File: config.mk
export PLATFORM = sky130hd
export DESIGN_NAME = regfile_scoreboard_flat
export DESIGN_NICKNAME = d
export VERILOG_FILES = /design/src/rtl/regfile_scoreboard_pkg.sv /design/src/rtl/regfile_scoreboard_if.sv /design/src/rtl/regfile_scoreboard_sb_counter.sv /design/src/rtl/regfile_scoreboard.sv /design/src/flat_wrapper.sv
export SDC_FILE = /design/constraint.sdc
export NUM_CORES = 2
export LEC_CHECK = 0
export BUFFER_PORTS_ARGS = -buffer_cell sky130_fd_sc_hd__buf_2
export CAP_MARGIN = 25
export CORE_UTILIZATION = 64
export DETAILED_ROUTE_END_ITERATION = 8
export PLACE_DENSITY_LB_ADDON = 0.25
export SLEW_MARGIN = 20
export SYNTH_ARGS = -nofsm -noshare
export SYNTH_HDL_FRONTEND = slang
export SYNTH_SLANG_ARGS = --single-unit
File: constraint.sdc
create_clock -name clk -period 42.3 [get_ports clk]
set_input_delay 2.115 -clock clk [delete_from_list [all_inputs] [get_ports clk]]
set_output_delay 2.115 -clock clk [all_outputs]
set_load 0.1 [all_outputs]
File: src/rtl/regfile_scoreboard_pkg.sv
// Shared widths, bus layout and helpers for the register file / scoreboard slice.
// Writeback bus is {we, waddr, wdata}; register 0 is hard-wired to zero.
package regfile_scoreboard_pkg;

    localparam int WS_TO_RF_BUS_WD = 38;
    localparam int WE_BIT          = 37;
    localparam int WADDR_HI        = 36;
    localparam int WADDR_LO        = 32;
    localparam int WDATA_HI        = 31;
    localparam int REG_NUM         = 32;
    localparam int ADDR_W          = 5;
    localparam int DATA_W          = 32;

    typedef struct packed {
        logic              we;
        logic [ADDR_W-1:0] waddr;
        logic [DATA_W-1:0] wdata;
    } ws_bus_t;

    function automatic ws_bus_t unpack_ws_bus(input logic [WS_TO_RF_BUS_WD-1:0] raw);
        ws_bus_t b;
        b.we    = raw[WE_BIT];
        b.waddr = raw[WADDR_HI:WADDR_LO];
        b.wdata = raw[WDATA_HI:0];
        return b;
    endfunction

endpackage

File: src/rtl/regfile_scoreboard_if.sv
// Decode/writeback-facing bundle of the register file: writeback bus, two read ports, issue and scoreboard status.
// master = pipeline side (decode + writeback), slave = register file.
interface regfile_scoreboard_if;
    import regfile_scoreboard_pkg::*;

    logic [WS_TO_RF_BUS_WD-1:0] ws_to_rf_bus;
    logic [ADDR_W-1:0]          raddr1;
    logic [DATA_W-1:0]          rdata1;
    logic [ADDR_W-1:0]          raddr2;
    logic [DATA_W-1:0]          rdata2;
    logic                       busy1;
    logic                       busy2;
    logic                       ds_issue;
    logic [ADDR_W-1:0]          ds_issue_dest;
    logic                       issue_ready;
    logic                       flush;
    logic                       sb_err;

    modport master (
        output ws_to_rf_bus, raddr1, raddr2, ds_issue, ds_issue_dest, flush,
        input  rdata1, rdata2, busy1, busy2, issue_ready, sb_err
    );

    modport slave (
        input  ws_to_rf_bus, raddr1, raddr2, ds_issue, ds_issue_dest, flush,
        output rdata1, rdata2, busy1, busy2, issue_ready, sb_err
    );
endinterface

File: src/rtl/regfile_scoreboard_sb_counter.sv
// Pending-write counter for one register: up on issue, down on retire, cleared by flush.
// One cycle update latency; inc is pre-qualified by the caller so it never wraps, udf is a combinational pulse.
module sb_counter #(
    parameter int CNT_W = 2
) (
    input  logic             clk,
    input  logic             reset,
    input  logic             inc,
    input  logic             dec,
    input  logic             clr,
    output logic [CNT_W-1:0] cnt,
    output logic             udf
);

    // A retire with nothing pending is an error; flush cancels the retire's bookkeeping too.
    assign udf = dec && !inc && !clr && (cnt == '0);

    always_ff @(posedge clk or posedge reset) begin
        if (reset) begin
            cnt <= '0;
        end else if (clr) begin
            cnt <= '0;
        end else if (inc && !dec) begin
            cnt <= cnt + 1'b1;
        end else if (dec && !inc && (cnt != '0)) begin
            cnt <= cnt - 1'b1;
        end
    end

endmodule

File: src/rtl/regfile_scoreboard.sv
// 32x32 register file with two combinational read ports (optional write bypass) and a per-register pending-write scoreboard.
// Writes land on the next edge; issue_ready drops when the destination's counter is saturated.
module regfile_scoreboard
    import regfile_scoreboard_pkg::*;
#(
    parameter int CNT_W  = 2,
    parameter bit BYPASS = 1'b1
) (
    input  logic                 clk,
    input  logic                 reset,
    regfile_scoreboard_if.slave  rf
);

    localparam logic [CNT_W-1:0] CNT_MAX = {CNT_W{1'b1}};

    ws_bus_t           bus;
    logic [DATA_W-1:0] regs [REG_NUM];
    logic [CNT_W-1:0]  cnt  [REG_NUM];
    logic [REG_NUM-1:1] inc;
    logic [REG_NUM-1:1] dec;
    logic [REG_NUM-1:1] udf;
    logic              retire;
    logic              issue_acc;
    logic              sb_err_q;

    assign bus       = unpack_ws_bus(rf.ws_to_rf_bus);
    assign retire    = bus.we && (bus.waddr != '0);
    assign issue_acc = rf.ds_issue && rf.issue_ready && (rf.ds_issue_dest != '0);

    always_ff @(posedge clk or posedge reset) begin
        if (reset) begin
            for (int i = 0; i < REG_NUM; i++) begin
                regs[i] <= '0;
            end
        end else if (retire) begin
            regs[bus.waddr] <= bus.wdata;
        end
    end

    assign rf.rdata1 = (rf.raddr1 == '0) ? '0 :
                       (BYPASS && bus.we && (bus.waddr == rf.raddr1)) ? bus.wdata : regs[rf.raddr1];
    assign rf.rdata2 = (rf.raddr2 == '0) ? '0 :
                       (BYPASS && bus.we && (bus.waddr == rf.raddr2)) ? bus.wdata : regs[rf.raddr2];

    always_comb begin
        inc = '0;
        dec = '0;
        for (int r = 1; r < REG_NUM; r++) begin
            inc[r] = issue_acc && (rf.ds_issue_dest == ADDR_W'(r));
            dec[r] = retire && (bus.waddr == ADDR_W'(r));
        end
    end

    // r0 has no counter: it can never be pending.
    assign cnt[0] = '0;

    for (genvar r = 1; r < REG_NUM; r++) begin : g_cnt
        sb_counter #(.CNT_W(CNT_W)) u_cnt (
            .clk   (clk),
            .reset (reset),
            .inc   (inc[r]),
            .dec   (dec[r]),
            .clr   (rf.flush),
            .cnt   (cnt[r]),
            .udf   (udf[r])
        );
    end

    // Busy reflects registered counters, so a same-cycle retire still shows busy.
    assign rf.busy1       = (rf.raddr1 != '0) && (cnt[rf.raddr1] != '0);
    assign rf.busy2       = (rf.raddr2 != '0) && (cnt[rf.raddr2] != '0);
    assign rf.issue_ready = (cnt[rf.ds_issue_dest] != CNT_MAX);

    always_ff @(posedge clk or posedge reset) begin
        if (reset) begin
            sb_err_q <= 1'b0;
        end else if (|udf) begin
            sb_err_q <= 1'b1;
        end
    end

    assign rf.sb_err = sb_err_q;

endmodule

File: src/flat_wrapper.sv
// flat-port wrapper written by rule: the top's interface ports become plain ports
module regfile_scoreboard_flat import regfile_scoreboard_pkg::*;
#(
    parameter int CNT_W  = 2,
    parameter bit BYPASS = 1'b1
)
  (clk, reset, rf_ws_to_rf_bus, rf_raddr1, rf_raddr2, rf_ds_issue, rf_ds_issue_dest, rf_flush, rf_rdata1, rf_rdata2, rf_busy1, rf_busy2, rf_issue_ready, rf_sb_err);
  regfile_scoreboard_if rf_i ();
  input  logic clk;
  input  logic reset;
  input wire logic [$bits(rf_i.ws_to_rf_bus)-1:0] rf_ws_to_rf_bus;
  input wire logic [$bits(rf_i.raddr1)-1:0] rf_raddr1;
  input wire logic [$bits(rf_i.raddr2)-1:0] rf_raddr2;
  input wire logic [$bits(rf_i.ds_issue)-1:0] rf_ds_issue;
  input wire logic [$bits(rf_i.ds_issue_dest)-1:0] rf_ds_issue_dest;
  input wire logic [$bits(rf_i.flush)-1:0] rf_flush;
  output wire logic [$bits(rf_i.rdata1)-1:0] rf_rdata1;
  output wire logic [$bits(rf_i.rdata2)-1:0] rf_rdata2;
  output wire logic [$bits(rf_i.busy1)-1:0] rf_busy1;
  output wire logic [$bits(rf_i.busy2)-1:0] rf_busy2;
  output wire logic [$bits(rf_i.issue_ready)-1:0] rf_issue_ready;
  output wire logic [$bits(rf_i.sb_err)-1:0] rf_sb_err;
  assign rf_i.ws_to_rf_bus = rf_ws_to_rf_bus;
  assign rf_i.raddr1 = rf_raddr1;
  assign rf_i.raddr2 = rf_raddr2;
  assign rf_i.ds_issue = rf_ds_issue;
  assign rf_i.ds_issue_dest = rf_ds_issue_dest;
  assign rf_i.flush = rf_flush;
  assign rf_rdata1 = rf_i.rdata1;
  assign rf_rdata2 = rf_i.rdata2;
  assign rf_busy1 = rf_i.busy1;
  assign rf_busy2 = rf_i.busy2;
  assign rf_issue_ready = rf_i.issue_ready;
  assign rf_sb_err = rf_i.sb_err;
  regfile_scoreboard #(.CNT_W(CNT_W), .BYPASS(BYPASS)) u_core (.clk(clk), .reset(reset), .rf(rf_i));
endmodule
Yosys cells after proc, flatten, opt, wreduce, memory -nomap -nowiden. Cells that the tools add are included.

Bits in registers: 1087. Input port bits: 57. Output and inout bits: 68. Word-level logic and storage cells: 705.

$add $sub $neg: 62. Magnitude comparators: 5. Eq/ne operators: 65. Multiplexer cells: 115. Bitwise gates (word level): 4. Reduce and logical (&&, ||, !) cells: 390.

Operator list (count): $bwmux W1024 (1); $bmux W32 S5 (2); $mux W32 (9); $logic_and A1 B1 Y1 (225); $mux W2 (99); $demux W32 S5 (1); $eq A5 B5 Y1 const B (32); $reduce_bool A3 Y1 (31); $eq A5 B4 Y1 const B (16); $reduce_bool A2 Y1 (33); $logic_not A1 Y1 (63); $add A2 B1 Y2 const B (31); $logic_not A2 Y1 (31); $sub A2 B1 Y2 const B (31); $eq A5 B3 Y1 const B (8); $reduce_or A31 Y1 (1); $bmux W2 S5 (3); $ge A6 B6 Y1 const B (4); $not A5 Y6 (4); $eq A5 B2 Y1 const B (4); $reduce_bool A5 Y1 (4); $eq A5 B1 Y1 const B (2); $eq A5 B5 Y1 (2); $logic_not A5 Y1 (2); 2 further kinds (2).

Depth between registers and ports, before layout.
Word-level depth: 14. Depth in mapped cells: 10. Gate-level depth less buffers: 7.

Cells and area by module. From an unflattened synthesis, not the netlist that was laid out.

Cell total of the unflattened synthesis: 4422. Area, all modules: 60605.6 µm².

By module, submodules not included: regfile_scoreboard (times used 1, cells an instance 3988, area each 56688.1 µm², sequential area each 25649.6 µm²); sb_counter (times used 31, cells an instance 14, area each 126.4 µm², sequential area each 50.0 µm²).

Worst setup path before layout. No wires, ideal clock.

Path kind: in2out. Start: input rf_raddr2[0]. End: output rf_rdata2[10]. Data arrival time: 5901 ps. Data required time: 40185 ps. Path slack: 34284 ps. Cell stages on the path: 10. Buffers on the path: 5. Path through: clkbuf_1 > buf_2 > buf_2 > buf_2 > xor2_1 > nor4_1 > nand3_1 > clkbuf_1 > nor2_1 > a211oi_1.

Longest elaborated chain between the ends: 6. Elaborated cells between the ends (all ways): 9. Those cells by class: eq/ne: 1; mux: 5; bitwise: 1; reduce/logical: 2.

Ends and longest elaborated chain: start: declaration (RTL line flat_wrapper.sv:13) `input wire logic [$bits(rf_i.raddr2)-1:0] rf_raddr2;`; $not A5 Y6 (not written as such) (RTL line regfile_scoreboard.sv:43) `(BYPASS && bus.we && (bus.waddr == rf.raddr2)) ? bus.wdata : regs[rf.raddr2];`; $bmux W32 S5 (RTL line regfile_scoreboard.sv:43); $mux W32 (not written as such) (2 in series) (RTL line regfile_scoreboard.sv:43); $mux W32 (RTL line regfile_scoreboard.sv:43); $mux W32 (*) (RTL line regfile_scoreboard.sv:42) `assign rf.rdata2 = (rf.raddr2 == '0) ? '0 :`; end: declaration (RTL line flat_wrapper.sv:18) `output wire logic [$bits(rf_i.rdata2)-1:0] rf_rdata2;`.

Every way passes the cells marked *; elsewhere a longest branch is shown, timed or not. The select of a mux whose other input is x is not followed.

Worst setup path in the final report.
Start: input rf_raddr2[1]. End: output rf_rdata2[18].

Same word-level chain as after synthesis.

==> reports/results.tsv <==
metric	value	unit
final_util	70.8	%
synth_adder_area_share	0	%
grt_pass1_wl	270000	um
worst_ep_arrival_time	6.39	ns
cts.path.max_buffers	3	
initial_core_util	64.9	%
cp_endpoint_kind	output port	
fin_nets	4388	
nFillCells	5978	
path_class	in -> out	
port_buffers	124	
final_antenna_net_count	0	
floorplan.rows	111	
ctsResizeCount	0	
via_per_inst	7.27	
leakage	0.0287	uW
route.detailed.drc	0	
required_time_reported_for_the_critical_path_endpoint	40.18	ns
io_pins	125	
clk-insertion-delay-late	0.71	ns
clkSlewWorstSetupHoldPaths	0.06	ns
placeableCoreArea	0.0921	mm^2
dominantRegCellSynth	dfrtp_1	
route.vias.total	41200	
synthesis.instances	4483	
grt_setup_unrepaired	false	
yosys.area_share.simple	8.10	%
clock_tree_from_tritoncts	done	
fin_skew	0.0183	ns
wl_per_cell	31.8	um
post_route_cells_drive_above_1_share	41.7	%
layout.cells.most_common	dfrtp_1	
overflow	0	
hp-class	reg -> reg	
synth_mux_area_share	39.8	%
synth.net_count	4540	
post_cts_hold_buffer_count	0	
max-vdd-ir-drop	0.0354	mV
main_combinational_cell_family_by_area_after_synthesis	multiplexers	
cts.sink_count	1087	
complex_gate_fraction_of_the_synthesized_area	3.18	%
die_boundary_height	308	um
grt_antenna_before_repair	2	
drt_pass1_iterations	9	
overall_die_area	0.0947	mm^2
syn-cell-area	0.0598	mm^2
number_of_global_route_vias_before_repair	41400	
yosys.area_share.xor_xnor	0.322	%
synthDominantCellAreaShare	45.5	%
timing.max_cap.violations	0	
netlist_top_cells_area	dfrtp_1 (45%), mux4_2 (25%), mux2_2 (14%)	
maximum_number_of_pins_on_one_net_before_global_route_repair	175	
hpwl	95000	um
syn_avg_cell_area	13.3	um^2
synth_async_sr_flop_share	100	%
ys_seq_elements	1087	
yosys.area.top_type	dfrtp_1	
setup_viol_count_final	0	
status	completed	
timing_worst_slew_pin_value	1.15	ns
routed_wl	180000	um
max-slew-margin-rel	23.4	%
post_synth_num_cell_types	71	
cts-htree-levels	3	
die_width	308	um
fin_crit_share	20.1	%
syn2layout_area_growth	9.05	%
critPathMaxFanout	77	
drtIter0Drc	5597	
cts_buffer_count	113	
globalplace.congestion	0.896	
timing.final.max_slew_violations	0	
p_per_area	49.3	mW/mm^2
grt_use_total	39.1	%
finalWorstPathRequiredPeriod	8.50	ns
ys.warnings.count	0	
cts_setup_buffers	0	
fmax	0.118	GHz
finalHoldViolCount	0	
cts_root_buf	clkbuf_16	
synth-edff-count	0	
critical_path.startpoint_type	input pin	
layout.cells.most_common_list	dfrtp_1 (1,087), nand2_1 (815), mux2_2 (737)	
synth.yosys.seq_area_share	45.5	%
setup_tns	0	ns
-- routing by layer --
metal | global-route usage (%) | routed length [um] | vias to the layer above
li1 | - | - | 16400
met1 | 53.7 | 66300 | 21600
met2 | 59.1 | 83200 | 2612
met3 | 9.74 | 20700 | 568
met4 | 19.0 | 9820 | 4
met5 | 0 | 25 | -
-- report_power, final --
group          total, uW  internal, uW  switching, uW
clock network       1100           660            437
registers           1370          1220            142
logic                748           367            381
total               3210          2250            960
-- per-stage QoR --
stage                     worst slack, ns  hold WS [ns]  total power [uW]  cell area [um^2]  instances
final                               33.80         0.395              3210             65200       5663
after global routing                33.76         0.410              3320             65200       5662
after CTS                           33.94         0.396              3200             65100       5658
after detailed placement            33.94         0.383              2120             61000       5455
after global placement              33.94         0.377              2080             61000       5452
after floorplan                      9.58         0.441              1950             59800       4483
-- Yosys cell counts (all sizes together) (12+ instances only) --
master  count
a211oi    102
a21oi      54
and2       20
buf       122
clkbuf    344
dfrtp    1087
mux2      739
mux2i      66
mux4      657
nand2     834
nand2b     19
nand3      19
nor2      156
nor2b      20
nor3       25
nor4       12
o21a       14
o21ai      48
xor2       12
-- critical path, stage by stage --
cell and delay, ns:
buf_8 0.50, buf_4 0.90, buf_4 0.89, mux4_2 0.42
mux4_2 0.48, mux2i_1 0.46, a211oi_1 0.16, buf_2 0.34
-- sequential cells by signal (all words and copies together) (netlist names) --
register,cells
u_core.g_cnt.u_cnt.cnt,62
u_core.regs,1024
u_core.rf.sb_err,1
-- area by class of cell --
type	count	area (um^2)	share of cell area, %
multi-input cells	2924	31000	47.5
clock buffers	148	3170	4.86
clock inverters	55	876	1.34
inverters	6	30.0	0.0461
flip-flops and latches	1087	27200	41.7
diodes	1	2.50	0.00384
well taps	1243	1560	2.39
repair buffers	199	1370	2.11
-- cell families after synthesis --
| group | count (synthesis) |
|---|---|
| mux | 1462 |
| simple gates | 1165 |
| flops | 1087 |
| compound gates | 275 |
| xor+xnor | 22 |
| buf+inv | 472 |
-- worst paths after layout --
kind | start | endpoint | slack (ns) | cells past startpoint
min | u_core.regs[1012] | u_core.regs[1012] | 0.40 | 0
max reg2reg | u_core.g_cnt[1].u_cnt.cnt[0] | u_core.rf.sb_err | 39.07 | 7
max | rf_raddr2[1] | rf_rdata2[18] | 33.80 | 8
min in group asynchronous | reset | u_core.regs[196] | 1.62 | 2
max in group asynchronous | reset | u_core.regs[886] | 36.40 | 7
min reg2reg | u_core.regs[1012] | u_core.regs[1012] | 0.40 | 0
(Power assumes the default switching activity.)
